### src/rtl/spi_adc_sim_array_pkg.sv
// spi_adc_sim_array_pkg: shared constants for the simulated ADC SPI slave array.
package spi_adc_sim_array_pkg;
    localparam int SYNC_DEPTH = 2;
    localparam logic [1:0] ST_IDLE  = 2'd0;
    localparam logic [1:0] ST_LOAD  = 2'd1;
    localparam logic [1:0] ST_SHIFT = 2'd2;
    localparam logic [1:0] ST_DONE  = 2'd3;
    function automatic int frame_w(input int lead_zeros, input int data_w);
        return lead_zeros + data_w;
    endfunction
endpackage

### src/rtl/spi_adc_sim_channel.sv
// spi_adc_sim_channel: one simulated ADC SPI slave with a ramp/constant sample generator.
module spi_adc_sim_channel
    import spi_adc_sim_array_pkg::*;
#(
    parameter int                DATA_W     = 12,
    parameter int                LEAD_ZEROS = 4,
    parameter int                RAMP_STEP  = 1,
    parameter logic [DATA_W-1:0] SEED       = '0
) (
    input  logic              i_clk,
    input  logic              i_rst,
    input  logic              i_ncs,
    input  logic              i_sclk,
    input  logic              i_mode,
    input  logic [DATA_W-1:0] i_const_val,
    output logic              o_dout,
    output logic              o_frame_done,
    output logic              o_short_frame
);
    localparam int FRAME_W = frame_w(LEAD_ZEROS, DATA_W);
    localparam int CNT_W = $clog2(FRAME_W + 1);
    localparam logic [CNT_W-1:0] CNT_MAX  = CNT_W'(FRAME_W);
    localparam logic [CNT_W-1:0] CNT_FULL = CNT_W'(FRAME_W - 1);

    // Each pipe holds SYNC_DEPTH synchroniser flops plus one history flop on top.
    logic [SYNC_DEPTH:0] r_ncs;
    logic [SYNC_DEPTH:0] r_sclk;
    logic [1:0]          r_state;
    logic [FRAME_W-1:0]  r_shift;
    logic [CNT_W-1:0]    r_cnt;
    logic [DATA_W-1:0]   r_ramp;
    logic                r_armed;
    logic                r_dout;
    logic                r_frame_done;
    logic                r_short_frame;
    logic                w_ncs_fall;
    logic                w_ncs_rise;
    logic                w_sclk_fall;
    logic [FRAME_W-1:0]  w_load;

    assign w_ncs_fall  = r_ncs[SYNC_DEPTH] & ~r_ncs[SYNC_DEPTH-1];
    assign w_ncs_rise  = ~r_ncs[SYNC_DEPTH] & r_ncs[SYNC_DEPTH-1];
    assign w_sclk_fall = r_sclk[SYNC_DEPTH] & ~r_sclk[SYNC_DEPTH-1];
    assign w_load      = FRAME_W'(i_mode ? i_const_val : r_ramp);

    assign o_dout        = r_dout;
    assign o_frame_done  = r_frame_done;
    assign o_short_frame = r_short_frame;

    always_ff @(posedge i_clk) begin
        if (i_rst) begin
            r_ncs         <= '0;
            r_sclk        <= '0;
            r_state       <= ST_IDLE;
            r_shift       <= '0;
            r_cnt         <= '0;
            r_ramp        <= SEED;
            r_armed       <= 1'b0;
            r_dout        <= 1'b0;
            r_frame_done  <= 1'b0;
            r_short_frame <= 1'b0;
        end else begin
            r_ncs         <= {r_ncs[SYNC_DEPTH-1:0], i_ncs};
            r_sclk        <= {r_sclk[SYNC_DEPTH-1:0], i_sclk};
            r_frame_done  <= 1'b0;
            r_short_frame <= 1'b0;
            // Arming waits for a deselected bus so a frame cut by reset is never resumed.
            if (r_ncs[SYNC_DEPTH-1])
                r_armed <= 1'b1;
            case (r_state)
                ST_IDLE: begin
                    r_dout <= 1'b0;
                    if (w_ncs_fall && r_armed)
                        r_state <= ST_LOAD;
                end
                ST_LOAD: begin
                    r_shift <= w_load;
                    r_dout  <= w_load[FRAME_W-1];
                    r_cnt   <= '0;
                    r_state <= ST_SHIFT;
                end
                ST_SHIFT: begin
                    if (w_ncs_rise) begin
                        r_dout  <= 1'b0;
                        r_state <= ST_DONE;
                    end else if (w_sclk_fall && r_cnt != CNT_MAX) begin
                        r_shift <= r_shift << 1;
                        r_cnt   <= r_cnt + 1'b1;
                        r_dout  <= r_shift[FRAME_W-2];
                    end
                end
                default: begin
                    r_dout <= 1'b0;
                    if (r_cnt >= CNT_FULL) begin
                        r_frame_done <= 1'b1;
                        r_ramp       <= r_ramp + DATA_W'(RAMP_STEP);
                    end else begin
                        r_short_frame <= 1'b1;
                    end
                    r_state <= ST_IDLE;
                end
            endcase
        end
    end
endmodule

### src/rtl/spi_adc_sim_array.sv
// spi_adc_sim_array: NUM_CH independent simulated ADC SPI slaves plus a debug SCLK divider.
module spi_adc_sim_array
    import spi_adc_sim_array_pkg::*;
#(
    parameter int NUM_CH     = 2,
    parameter int DATA_W     = 12,
    parameter int LEAD_ZEROS = 4,
    parameter int RAMP_STEP  = 1,
    parameter int DBG_DIV    = 5
) (
    input  logic                     i_sys_clk,
    input  logic                     i_rst,
    input  logic [NUM_CH-1:0]        i_ncs,
    input  logic [NUM_CH-1:0]        i_sclk,
    output logic [NUM_CH-1:0]        o_dout,
    input  logic [NUM_CH-1:0]        i_mode,
    input  logic [NUM_CH*DATA_W-1:0] i_const_val,
    output logic [NUM_CH-1:0]        o_frame_done,
    output logic [NUM_CH-1:0]        o_short_frame,
    output logic                     o_dbg_sclk
);
    logic [7:0] r_div;
    logic       r_dbg;

    genvar i;
    generate
        for (i = 0; i < NUM_CH; i++) begin : g_ch
            spi_adc_sim_channel #(
                .DATA_W    (DATA_W),
                .LEAD_ZEROS(LEAD_ZEROS),
                .RAMP_STEP (RAMP_STEP),
                .SEED      (DATA_W'(i << (DATA_W - 1)))
            ) u_ch (
                .i_clk        (i_sys_clk),
                .i_rst        (i_rst),
                .i_ncs        (i_ncs[i]),
                .i_sclk       (i_sclk[i]),
                .i_mode       (i_mode[i]),
                .i_const_val  (i_const_val[i*DATA_W +: DATA_W]),
                .o_dout       (o_dout[i]),
                .o_frame_done (o_frame_done[i]),
                .o_short_frame(o_short_frame[i])
            );
        end
    endgenerate

    assign o_dbg_sclk = r_dbg;

    always_ff @(posedge i_sys_clk) begin
        if (i_rst) begin
            r_div <= '0;
            r_dbg <= 1'b0;
        end else if (r_div == 8'(DBG_DIV - 1)) begin
            r_div <= '0;
            r_dbg <= ~r_dbg;
        end else begin
            r_div <= r_div + 8'd1;
        end
    end
endmodule

### config.mk
export PLATFORM = sky130hd
export DESIGN_NAME = spi_adc_sim_array
export DESIGN_NICKNAME = d
export VERILOG_FILES = /design/src/rtl/spi_adc_sim_array_pkg.sv /design/src/rtl/spi_adc_sim_channel.sv /design/src/rtl/spi_adc_sim_array.sv
export SDC_FILE = /design/constraint.sdc
export NUM_CORES = 1
export LEC_CHECK = 0
export ABC_AREA = 0
export CORE_AREA = 2 2 83 104
export CTS_BUF_LIST = sky130_fd_sc_hd__clkbuf_8
export CTS_CLUSTER_SIZE = 25
export DETAILED_ROUTE_END_ITERATION = 10
export DIE_AREA = 0 0 85 106
export GPL_TIMING_DRIVEN = 0
export PLACE_DENSITY_LB_ADDON = 0.3
export SYNTH_ARGS = -nofsm -noshare
export SYNTH_HDL_FRONTEND = slang
export SYNTH_SLANG_ARGS = --single-unit
### constraint.sdc
create_clock -name i_sys_clk -period 5.7 [get_ports i_sys_clk]
set_input_delay 1.14 -clock i_sys_clk [delete_from_list [all_inputs] [get_ports i_sys_clk]]
set_output_delay 1.14 -clock i_sys_clk [all_outputs]
set_load 0.03 [all_outputs]
# == Word-level counts from Yosys, hierarchy flattened ==
# Index checks and enable logic that the tools add are counted.
# Widths: inputs -> output; s select.
# totals
reg_bits,97
input_bits,32
output_inout_bits,7
word_cells,110
# classes
addsub,5
order_cmp,2
n_eq_ne,17
mux,30
bitwise_logic,15
reduce_logical,19
# op_table
operator,n
$mux 15,4
$pmux 15 s2,2
$add 12x1->12 const B,2
$mux 12,2
$mux 5,4
$pmux 5 s2,2
$ne 2x1->1 const B,6
$pmux 2 s3,2
$add 5x1->5 const B,2
$ge 5x4->1 const B,2
$ne 5x5->1 const B,2
$not 1->1,9
$add 8x1->8 const B,1
$eq 8x3->1 const B,1
$mux 1,8
$mux 2,4
$reduce_and 2->1,4
$reduce_or 4->1,2
$and 1x1->1,6
$ne 3x1->1 const B,2
$reduce_and 3->1,2
$reduce_or 3->1,2
$eq 2x1->1 const B,2
$eq 2x2->1 const B,2
other kinds (6),13

# == Depth between registers and ports, before layout ==
# depth
word_depth,6
mapped_depth,7
mapped_depth_nobuf,7

# == By module ==
# From an unflattened synthesis, not the netlist that was laid out.
# hier_totals
cells_unflattened,514
hier_area_um2,4707.0
# by_module_without_submodules
module,instances,cells_each,area_each_um2,seq_area_each_um2
spi_adc_sim_channel at g_ch[1].u_ch,1,234,2177.1,880.8
spi_adc_sim_channel at g_ch[0].u_ch,1,236,2135.8,880.8
spi_adc_sim_array,1,44,394.1,180.2

# == Worst setup path after synthesis ==
# No wires, ideal clock.
# synth_timing
path_kind,input to register
from,in i_rst
to,reg g_ch[0].u_ch.r_armed
setup_time_ps,128
t_arrival_ps,2014
t_required_ps,5572
path_slack_ps,3558
cell_stages,4
n_path_buf,3
path_cell_list,clkbuf_1 -> clkbuf_1 -> buf_1 -> nor2_1
# synth_rtl
item,line_no,rtl
"start, declared",spi_adc_sim_array.sv:12,"input logic i_rst,"
"end signal, assigned",spi_adc_sim_channel.sv:58,r_armed <= 1'b0;
"end signal, assigned",spi_adc_sim_channel.sv:69,r_armed <= 1'b1;
"end, declared",spi_adc_sim_channel.sv:32,logic r_armed;
# No word-level cell between the ends.

# == Worst setup path after layout ==
# layout_timing
from,in i_rst
to,reg g_ch[1].u_ch.r_shift[14]
# layout_rtl
item,line_no,rtl
"end signal, assigned",spi_adc_sim_channel.sv:77,r_shift <= w_load;
"end signal, assigned",spi_adc_sim_channel.sv:87,r_shift <= r_shift << 1;
"end, declared",spi_adc_sim_channel.sv:29,logic [FRAME_W-1:0] r_shift;
# No word-level cell between the ends.

==> run_results.csv <==
group,metric,value,unit
status,status,"finished clean",
synth,synth_area,4690,um^2
sta,setup_ws,2800,ps
power_and_ir_drop,p_leak,1.94,nW
global_routing,grt_pass1_vias,3961,
synth,netlist.area_leader.share,0.414,
finish,nFillCells,660,
sta,fin_crit,2900,ps
detailed_routing,drt-initial-drc-count,191,
clocking,cts_resized,0,
place,dp.cells,672,
critical_path,crit_required,5930,ps
clocking,cts_tree,"yes",
critical_path,r2r_slack,3400,ps
global_routing,track_usage,0.239,
place,gp_congestion,0.832,
synth,synth.net_count,586,
critical_path,crit_path_cell_trace,"clkdlybuf4s50_1 -> clkbuf_1 -> clkbuf_1 -> clkbuf_1 -> a21oi_1",
synth,synth_top_flop_cell,"dfxtp_1",
sta,finalHoldViolations,0,
sta,setup_viol,0,
power_and_ir_drop,swShare,0.305,
critical_path,crit_top_cell,"clkbuf_1",
synth,synth_most_common_cell,"dfxtp_1",
synth,synth_top_area_cell,"dfxtp_1",
floorplanning,ios,39,
critical_path,critical_path_class,"in -> reg",
place,place.detailed.hpwl,7710,um
sta,worst_hold_slack,443,ps
power_and_ir_drop,pwr-share-comb,0.207,
sta,max_slew.worst_pin.slew,639,ps
critical_path,r2r-end,"g_ch[0].u_ch.r_ramp[8]",
sta,setup-tns-final,0,ps
clocking,clk_pin_slew,90,ps
finish,area_growth,14.4,%
synth,synth_seq_cells,97,
finish,final_layout_size_suffix_gt1_frac,0.0729,
detailed_routing,drcViolationCount,0,
floorplanning,start_util,0.578,
global_routing,overflow,0,
detailed_routing,routedWlPerCell,15.4,um
synth,synth_edf_count,0,
finish,layoutNonFillerInstCount,687,
synth,async_flop_share,0,
critical_path,slowest_stage,"clkdlybuf4s50_1",
floorplanning,die_area,9010,um^2
detailed_routing,drt-total-wl,10600,um
place,port_buffers,37,
critical_path,cp.arrival,3130,ps
global_routing,grt_max_degree,15,
detailed_routing,postRouteAntennaNets,0,
sta,skew,9.57,ps
critical_path,slowest_delay,500,ps
clocking,cts-root-buf,"clkbuf_8",
synth,syn_inst,538,
power_and_ir_drop,ir_drop,211,uV
finish,nets,634,
power_and_ir_drop,p_seq_frac,0.508,
place,place_ws,2450,ps
power_and_ir_drop,powerDensity,274,nW/um^2
floorplanning,core_area,8100,um^2
sta,finalCritPeriodShare,0.510,
min_path,min_from,"g_ch[0].u_ch.r_ncs[0]",
global_routing,grt_antenna_before_repair,0,
clocking,hold_buffers,0,
critical_path,worstReg2RegStart,"g_ch[0].u_ch.r_cnt[0]",
synth,avgSynthCellArea,8.71,um^2
detailed_routing,first_pass_iters,5,
synth,yosysUniqueCellTypes,51,
min_path,min_to,"g_ch[0].u_ch.r_ncs[1]",
critical_path,crit_path_start_kind,"input port",
floorplanning,rows,37,
sta,max_freq,344,MHz
clocking,clkSinkCount,97,
power_and_ir_drop,clkPwrFrac,0.286,
detailed_routing,vias_per_cell,5.95,
synth,synth_area_leaders,"dfxtp_1 (41%), a21oi_1 (5.2%), mux2i_1 (5.1%)",
synth,synthTopCellsByCount,"dfxtp_1 (97), a21oi_1 (49), nand2_1 (45)",
sta,timing.slew.headroom,0.563,
finish,final_core_util,0.661,
sta,rsz0062_at_grt,"no",
global_routing,grt_pass1_wl,17500,um
clocking,cts-buffers-inserted,9,
min_path,hold_path_class,"reg -> reg",
power_and_ir_drop,p_switching,448,uW
clocking,cts_max_path_buffers,2,
clocking,worstSkewPairLatency,370,ps
power_and_ir_drop,p_int,1.02,mW
synth,synth_warnings,0,
detailed_routing,vias,4088,
floorplanning,die_w,85,um
clocking,htree_num_levels,3,
clocking,cts_setup_buffers,0,
floorplanning,die_h,106,um
synth,yosysSeqAreaShare,0.414,
sta,drv_slew,0,
critical_path,endpoint_kind,"flip-flop",
min_path,holdPathStages,1,
finish,antenna_cells,0,
run,maxCapViolCount,0,
critical_path,cp_max_fo,10,
critical_path,reg2reg_depth,7,
-- worst max-delay path: cells and delay by family --
kind            cells  cell delay (ps)
buf+inv             4             1900
compound gates      1               90
-- layout by cell type (no fill, tap or decap), drive strengths merged, types with 4 or more instances in the layout --
cell type and count:
a31oi 6, nand2 45, or3 8, dfxtp 97, a211oi 6, clkdlybuf4s50 37, nand3 20, mux2i 24
buf 15, ha 16, a21oi 50, nand4 21, o2111ai 22, nor2b 16, nand2b 4, clkbuf 35
inv 22, nor3 5, nor2 36, o21ai 40, xnor2 11, and3 4, mux2 4, or4 5
xor2 8
-- how the worst max path moves through the flow --
stage | startpoint | end | slack [ps] | cells past startpoint
after detailed placement | i_rst | g_ch[1].u_ch.r_cnt[1] | 2450 | 5
after floorplan | i_rst | g_ch[0].u_ch.r_armed | 3560 | 4
after global routing | i_rst | g_ch[1].u_ch.r_shift[14] | 2690 | 5
after CTS | i_rst | g_ch[1].u_ch.r_shift[14] | 2840 | 5
after global placement | i_rst | g_ch[1].u_ch.r_shift[14] | 2510 | 5
final | i_rst | g_ch[1].u_ch.r_shift[14] | 2800 | 5
-- state kept, by name (all words and copies together), names as in the netlist --
| name | cells |
|---|---|
| g_ch.u_ch.r_state | 4 |
| g_ch.u_ch.r_shift | 30 |
| g_ch.u_ch.o_short_frame | 2 |
| g_ch.u_ch.r_armed | 2 |
| g_ch.u_ch.r_ncs | 6 |
| g_ch.u_ch.o_dout | 2 |
| g_ch.u_ch.r_ramp | 24 |
| o_dbg_sclk | 1 |
| g_ch.u_ch.r_sclk | 6 |
| g_ch.u_ch.o_frame_done | 2 |
| g_ch.u_ch.r_cnt | 10 |
| r_div | 8 |
-- power by group through the flow --
stage          Combinational, mW  Clock, mW  Sequential [mW]
3_5_place_dp               0.298          0            0.759
4_1_cts                    0.300      0.425            0.744
5_1_grt                    0.336      0.452            0.750
2_1_floorplan              0.208          0            0.754
3_3_place_gp               0.289          0            0.757
6_report                   0.303      0.419            0.745
-- cells by family after synthesis --
family                     count (synthesis)  share of synthesized area
and+or+nand+nor                          177                      0.203
AOI/OAI and AO/OA                        140                      0.188
DFF                                       97                      0.414
buffers and inverters                     61                     0.0550
muxes                                     28                     0.0609
xor gates and xnor gates                  19                     0.0355
adders and majority gates                 16                     0.0427
-- area by class of cell --
class,count,area (um^2),area share
Tap cell,97,121,0.0226
Buffer,38,171,0.0320
Clock buffer,12,165,0.0308
Timing Repair Buffer,37,370,0.0691
Clock inverter,3,16.3,0.00304
Inverter,23,86.3,0.0161
Multi-Input combinational cell,380,2490,0.464
Sequential cell,97,1940,0.362
-- through the flow --
step	instance area, um^2	total power, mW
CTS	5360	1.47
global placement	5180	1.05
floorplan	4690	0.961
detailed placement	5180	1.06
global route	5360	1.54
finish	5360	1.47
-- layer usage --
layer / global-route usage / wire length [um] / vias to the layer above / part of all wire
li1: - / - / 2040 / -
met1: 0.269 / 4380 / 1931 / 0.41
met2: 0.438 / 5480 / 97 / 0.52
met3: 0.0365 / 464 / 20 / 0.044
met4: 0.108 / 246 / 0 / 0.023
met5: 0 / 0 / - / 0
(Power assumes the default switching activity.)
